## src/rtl/pma_pkg.sv

```systemverilog
// rtl/pma_pkg.sv - PMA attribute/rule types and the shared range-check helper
package pma_pkg;

    localparam int PmaMaxRules     = 64;
    localparam int PmaMaxAddrWidth = 64;

    typedef struct packed {
        logic cache;
        logic exec;
        logic nonidem;
    } pma_attr_t;

    typedef struct packed {
        logic [PmaMaxAddrWidth-1:0] base;
        logic [PmaMaxAddrWidth-1:0] len;
        pma_attr_t                  attr;
        logic                       lock;
    } pma_rule_t;

    // The limit is formed one bit wider than the operands so that a region
    // reaching past the top of the address space does not alias to low addresses.
    function automatic logic range_check64(input logic [63:0] addr,
                                           input logic [63:0] base,
                                           input logic [63:0] len);
        logic [64:0] limit;
        limit = {1'b0, base} + {1'b0, len};
        return (len != '0) && (addr >= base) && ({1'b0, addr} < limit);
    endfunction

endpackage

```

## src/rtl/pma_range_cmp.sv

```systemverilog
// rtl/pma_range_cmp.sv - one PMA rule against one address
// Ports:
//   addr_i  address under test
//   base_i  rule base address
//   len_i   rule length (0 = rule disabled)
//   hit_o   address lies in [base, base+len)
module pma_range_cmp
    import pma_pkg::*;
#(
    parameter int AddrWidth = 64
) (
    input  logic [AddrWidth-1:0] addr_i,
    input  logic [AddrWidth-1:0] base_i,
    input  logic [AddrWidth-1:0] len_i,
    output logic                 hit_o
);

    // Narrower operands are zero-extended; the 65-bit limit cannot wrap for them.
    assign hit_o = range_check64(64'(addr_i), 64'(base_i), 64'(len_i));

endmodule

```

## config.mk

```make
export PLATFORM = sky130hd
export DESIGN_NAME = pma_range_cmp
export DESIGN_NICKNAME = d
export VERILOG_FILES = /design/src/rtl/pma_pkg.sv /design/src/rtl/pma_range_cmp.sv
export SDC_FILE = /design/constraint.sdc
export NUM_CORES = 1
export LEC_CHECK = 0
export CORE_ASPECT_RATIO = 0.7
export CORE_MARGIN = 3
export CORE_UTILIZATION = 51
export DETAILED_ROUTE_END_ITERATION = 6
export PLACE_DENSITY_LB_ADDON = 0.15
export REMOVE_ABC_BUFFERS = 1
export SLEW_MARGIN = 30
export SYNTH_ARGS = -nofsm -noshare
export SYNTH_HDL_FRONTEND = slang
export SYNTH_SLANG_ARGS = --single-unit
```

## constraint.sdc

```tcl
create_clock -name vclk -period 7
set_input_delay 1.05 -clock vclk [all_inputs]
set_output_delay 1.05 -clock vclk [all_outputs]
set_load 0.05 [all_outputs]
```

==> results of run 1 <==
where the power goes:
part / switching, mW / internal (mW) / leakage (nW) / total, mW
logic: 0.479 / 0.427 / 4.49 / 0.906
registers: 0 / 0 / 0 / 0
clock network: 0 / 0 / 0 / 0
total: 0.479 / 0.427 / 4.49 / 0.906
critical path: cells and delay by family:
kind | cells | cell delay, ns
buf+inv | 4 | 1.00
xor+xnor | 1 | 0.16
fa+ha+maj | 2 | 0.52
compound gates | 12 | 2.73
simple gates | 4 | 0.38
how the worst min path moves through the flow:
stage                          start    end  cells after the start
after global placement    base_i[63]  hit_o                      5
final                     base_i[63]  hit_o                      5
after CTS                 base_i[63]  hit_o                      5
after detailed placement  base_i[63]  hit_o                      5
after global routing      base_i[63]  hit_o                      5
after floorplan           addr_i[48]  hit_o                      4
cell usage after synthesis, drive strengths merged, types with 2 or more instances:
master	instances	area, sq um
o41ai	2	32.5
buf	6	36.3
a31oi	8	56.3
o21bai	17	128
or4	2	15.0
clkbuf	15	56.3
xor2	21	184
a221o	3	30.0
a2111oi	4	41.3
o211ai	5	42.5
a221oi	3	26.3
o31ai	6	45.0
o21ai	55	305
a311oi	4	35.0
o21a	7	52.6
a21o	78	586
nor2b	10	70.1
a21boi	4	30.0
and4	5	43.8
a2111o	2	22.5
or3	2	17.5
nor3	15	80.1
a21oi	106	557
a211oi	12	100
nor4	21	138
nand2b	10	62.6
o2111ai	3	26.3
nand2	72	270
or2	2	12.5
xnor2	40	350
inv	88	330
ha	191	2390
nor2	49	186
nand4	41	257
nor3b	2	15.0
nand3	16	80.1
and3	5	31.3
cell usage in the layout, fill, tap and decap left out, types with 3 or more instances in the layout:
master,n
buf_4,25
a221o_1,3
o21a_1,7
nor3_2,3
nand4_1,41
a21oi_1,91
nand2_1,71
o31ai_1,5
a21oi_2,12
ha_2,11
nand3_1,16
xnor2_1,40
nand2b_1,10
o21ai_0,32
o21ai_2,4
a31oi_1,7
o2111ai_1,3
a21oi_4,3
a311oi_1,3
nor3_1,12
nor2b_1,9
xor2_1,21
clkdlybuf4s50_1,192
o21bai_1,17
and4_1,5
a21o_1,78
nor4_1,18
a211oi_1,9
inv_1,88
a211oi_2,3
o211ai_1,4
nor2_1,48
and3_1,5
o21ai_1,17
ha_1,179
area by class of cell:
class | instances | area [sq um] | area share
multi-input cells | 836 | 6660 | 0.713
repair buffers | 218 | 2130 | 0.228
well taps | 180 | 225 | 0.0241
inverters | 88 | 330 | 0.0353
kinds of logic after synthesis:
group	count (synthesis)
compound gates	328
simple gates	255
fa+ha+maj	192
buf+inv	109
xor+xnor	61
through the flow:
step | power (mW) | instances | util | TNS [ns]
after CTS | 0.850 | 1318 | 0.711 | 0
after floorplan | 0.535 | 924 | - | 0
after global placement | 0.831 | 1316 | 0.710 | 0
after global routing | 0.992 | 1322 | 0.730 | -0.0566
after detailed placement | 0.840 | 1316 | 0.710 | 0
final | 0.906 | 1322 | 0.730 | 0
repair_timing:
item | CTS | global route
endpoints found under the setup margin | 1 | 1
setup buffers | 2 | 4
resized for setup | 2 | 48
pin swaps | 3 | 13
metal layers:
metal	vias to the layer above	GRT usage	share of wire
li1	3952	-	-
met1	3686	0.516	0.51
met2	465	0.400	0.36
met3	16	0.0677	0.12
met4	0	0.0237	0.0086
met5	-	0	0
==> reports/qor.yml, run 1 <==
status: "completed"
nNetsFinal: 1528
syn_inst: 945
min_period_over_period: 0.984
numPortBuffers: 193
drc: 0
worst_slack_ns: 0.114
yosys.area_share.simple: 0.189
path_class: "input pin to primary output"
hold_viol: 0
dr_total_vias: 8119
finalCriticalPeriod_ns: 6.89
wl_per_cell_microns: 18.7
postCtsHoldBufs: 0
critPathMaxFanout: 6
grt_antenna_before_repair: 0
yosys.area_share.adder: 0.351
n_antenna_cell: 0
startpoint: "len_i[12]"
p_leak_nw: 4.49
ant_nets: 0
relSlewSlack: 0.327
critPathMaxStageDelay_ns: 0.53
avgSynthCellArea_sq_um: 7.27
ys_seq_area_frac: 0
cap_viol_max_count: 0
grt_max_degree: 10
initial_core_util: 0.536
io_pins: 193
seq_cells: 0
synth_mux_area_frac: 0
core_area_sq_mm: 0.0128
synth_xor_area_frac: 0.0778
yosys_warnings: 0
crit_chain: "clkdlybuf4s50_1 -> ha_2 -> a21oi_2 -> o21ai_0 -> a21oi_2 -> nor3_1 -> o41ai_2 -> buf_4 -> buf_4 -> a211o_1 -> nand2_2 -> a2111oi_4 -> nor3_2 -> xnor2_1 -> ha_1 -> a21o_1 -> a21o_1 -> a21oi_1 -> o21ai_2 -> nor2_1 -> a2111o_1 -> o311a_1 -> buf_12"
end_kind: "primary output"
areaGrowthSynthToFinish_pct: 36.1
fp.dieW_microns: 145
first_iter_violations: 767
wl_microns: 24700
fmax_ghz: 0.145
irDropWorstVdd_v: 0.0000488
crit_path_end: "hit_o"
post-place-ws_ns: 0.00268
grtUsageTotal: 0.309
fp.dieH_microns: 103
filler_cell_count: 1060
grt_pass1_vias: 7277
synth_top_family_by_area: "adder cells"
power_density_mw_per_mm2: 96.9
setup_viol: 0
netlist_area_sq_mm: 0.00687
final_cell_area_sq_mm: 0.00935
drive_above_1_share: 0.0762
final-seq-area_sq_um: 0
crit_arrival_ns: 5.84
clock_buffers: 0
post_synth_num_cell_types: 67
grt_pass1_wl_microns: 37000
grt-ovfl-total: 0
min_path_type: "input pin to primary output"
dpl_cell_area_sq_mm: 0.00909
viasPerCell: 6.14
worstPathRequired_ns: 5.95
rows: 34
firstDrtPassIters: 5
die_area_sq_mm: 0.0149
synth_compound_area_frac: 0.320
slew_violations: 0
worst_pin_slew_ns: 1.00
holdWs_ns: 3.22
dpl.hpwl_microns: 21700
gp_congestion: 0.999
cpMaxStageDelayCell: "clkdlybuf4s50_1"
cp-start-kind: "input pin"
No activity file was read; power rests on OpenSTA's default activity.
==> run 2, diff against run 1 <==
--- a/config.mk
+++ b/config.mk
@@ -11,7 +11,8 @@
 export DETAILED_ROUTE_END_ITERATION = 6
 export PLACE_DENSITY_LB_ADDON = 0.15
 export REMOVE_ABC_BUFFERS = 1
-export SLEW_MARGIN = 30
+export SETUP_SLACK_MARGIN = 0.05
+export SLEW_MARGIN = 20
 export SYNTH_ARGS = -nofsm -noshare
 export SYNTH_HDL_FRONTEND = slang
 export SYNTH_SLANG_ARGS = --single-unit
==> reports/qor.yml, run 2 (same netlist as run 1, synthesis figures left out) <==
viasPerCell: 6.14  # about the same
numPortBuffers: 193  # unchanged
grt_pass1_wl_microns: 37000  # about the same
min_path_type: "input pin to primary output"
multi_input_comb_area_sq_mm: 0.00672  # +0.85%
path_class: "input pin to primary output"
status: "completed"
firstDrtPassIters: 5  # unchanged
n_antenna_cell: 0  # unchanged
rows: 34  # unchanged
final.setup.tns_ns: 0  # unchanged
io_pins: 193  # unchanged
postCtsHoldBufs: 0  # unchanged
areaGrowthSynthToFinish_pct: 37.2
relSlewSlack: 0.330  # +0.00223
worst_pin_slew_ns: 0.997  # -0.00332 ns
drive_above_1_share: 0.0822  # +0.00599
drc: 0  # unchanged
final_cell_mix: "clkdlybuf4s50_1, ha_1, a21oi_1, inv_1, a21o_1"
final_cell_area_sq_mm: 0.00942  # +0.82%
power_frac_comb: 1.000  # about the same
die_area_sq_mm: 0.0149  # unchanged
grt_antenna_before_repair: 0  # unchanged
setup_viol: 0  # unchanged
grt_max_degree: 10  # unchanged
grtUsageTotal: 0.309  # about the same
finalCriticalPeriod_ns: 6.93  # +0.0439 ns
min_period_over_period: 0.990  # +0.00628
ant_nets: 0  # unchanged
clockPowerShare: 0  # unchanged
first_iter_violations: 814  # +6.1%
crit_arrival_ns: 5.88  # +0.04 ns
dpl.hpwl_microns: 21700  # unchanged
seqPwrFrac: 0  # unchanged
grt_pass1_vias: 7284  # +0.096%
core_area_sq_mm: 0.0128  # unchanged
nNetsFinal: 1530  # +0.13%
end_kind: "primary output"
fp.dieW_microns: 145  # unchanged
fmax_ghz: 0.144  # -0.63%
seq_cells: 0  # unchanged
initial_core_util: 0.536  # unchanged
wl_microns: 24900  # +0.76%
cap_viol_max_count: 0  # unchanged
slew_violations: 0  # unchanged
worst_slack_ns: 0.0699  # -0.0439 ns
irDropWorstVdd_v: 0.0000489  # about the same
p_sw_frac: 0.528  # about the same
cp-start-kind: "input pin"
power_density_mw_per_mm2: 97.1  # +0.19%
final-seq-area_sq_um: 0  # unchanged
power_switching_mw: 0.483  # +0.94%
grt-ovfl-total: 0  # unchanged
dpl_cell_area_sq_mm: 0.00909  # unchanged
hold_viol: 0  # unchanged
worstPathRequired_ns: 5.95  # about the same
dr_total_vias: 8124  # +0.062%
post-place-ws_ns: 0.00268  # unchanged
critPathMaxFanout: 6  # unchanged
filler_cell_count: 1040  # -1.9%
wl_per_cell_microns: 18.8  # +0.61%
p_int_mw: 0.432  # +1.1%
clock_buffers: 0  # unchanged
p_leak_nw: 4.53  # +0.84%
fp.dieH_microns: 103  # unchanged
gp_congestion: 0.999  # unchanged
final_common_cell: "clkdlybuf4s50_1"
## run 2: metrics by stage
step | total power, mW | std cells | hold slack, ns | util
2_1_floorplan | 0.535 | 924 | 2.70 | -
5_1_grt | 1.00 | 1324 | 3.02 | 0.736
6_report | 0.915 | 1324 | 3.00 | 0.736
4_1_cts | 0.852 | 1319 | 3.19 | 0.712
3_3_place_gp | 0.831 | 1316 | 3.21 | 0.710
3_5_place_dp | 0.840 | 1316 | 3.21 | 0.710
## run 2: final timing paths
check / end / cells past startpoint / from / slack (ns)
setup / recovery: hit_o / 23 / len_i[12] / 0.07
hold / removal: hit_o / 6 / len_i[0] / 3.00
## run 2: layout make-up
type,count,share of cell area
Inverter,88,0.0351
Tap cell,180,0.0239
Timing Repair Buffer,220,0.228
Multi-Input combinational cell,836,0.713
## run 2: repair_timing
action,CTS,global route
cloned,0,0
gates resized for setup,4,57
buffers inserted,3,5
setup endpoints to repair,1,1
pin swaps,5,23
## run 2: critical path, cell delays in order
cell and delay [ns]:
clkdlybuf4s50_1 0.47, ha_2 0.46, nand2_1 0.14, o21ai_0 0.27, a21oi_2 0.07, nor3_1 0.35, o41ai_2 0.14, buf_4 0.17
buf_4 0.13, a211o_1 0.31, nand2_2 0.14, a2111oi_4 0.09, nor3_2 0.19, xnor2_1 0.15, ha_1 0.17, a21o_1 0.11
a21o_1 0.12, a21oi_1 0.11, o21ai_2 0.23, nor2_1 0.07, a2111o_1 0.38, o311a_1 0.38, buf_12 0.16
## run 2: per-layer routing
| layer | global-route usage | share of wire | vias to the layer above |
|---|---|---|---|
| li1 | - | - | 3951 |
| met1 | 0.516 | 0.51 | 3695 |
| met2 | 0.400 | 0.36 | 464 |
| met3 | 0.0677 | 0.12 | 14 |
| met4 | 0.0237 | 0.0073 | 0 |
| met5 | 0 | 0 | - |
## run 2: power by group through the flow
stage / combinational [mW] / sequential (mW) / clock [mW]
after global placement: 0.831 / 0 / 0
after floorplan: 0.535 / 0 / 0
after CTS: 0.852 / 0 / 0
after global routing: 1.00 / 0 / 0
after detailed placement: 0.840 / 0 / 0
final: 0.915 / 0 / 0
==> run 3, diff against run 2 <==
--- a/config.mk
+++ b/config.mk
@@ -5,6 +5,7 @@
 export SDC_FILE = /design/constraint.sdc
 export NUM_CORES = 1
 export LEC_CHECK = 0
+export CAP_MARGIN = 20
 export CORE_ASPECT_RATIO = 0.7
 export CORE_MARGIN = 3
 export CORE_UTILIZATION = 51
==> results of run 3 <==
Final layout, timing and power as in run 2 (identical DEF).
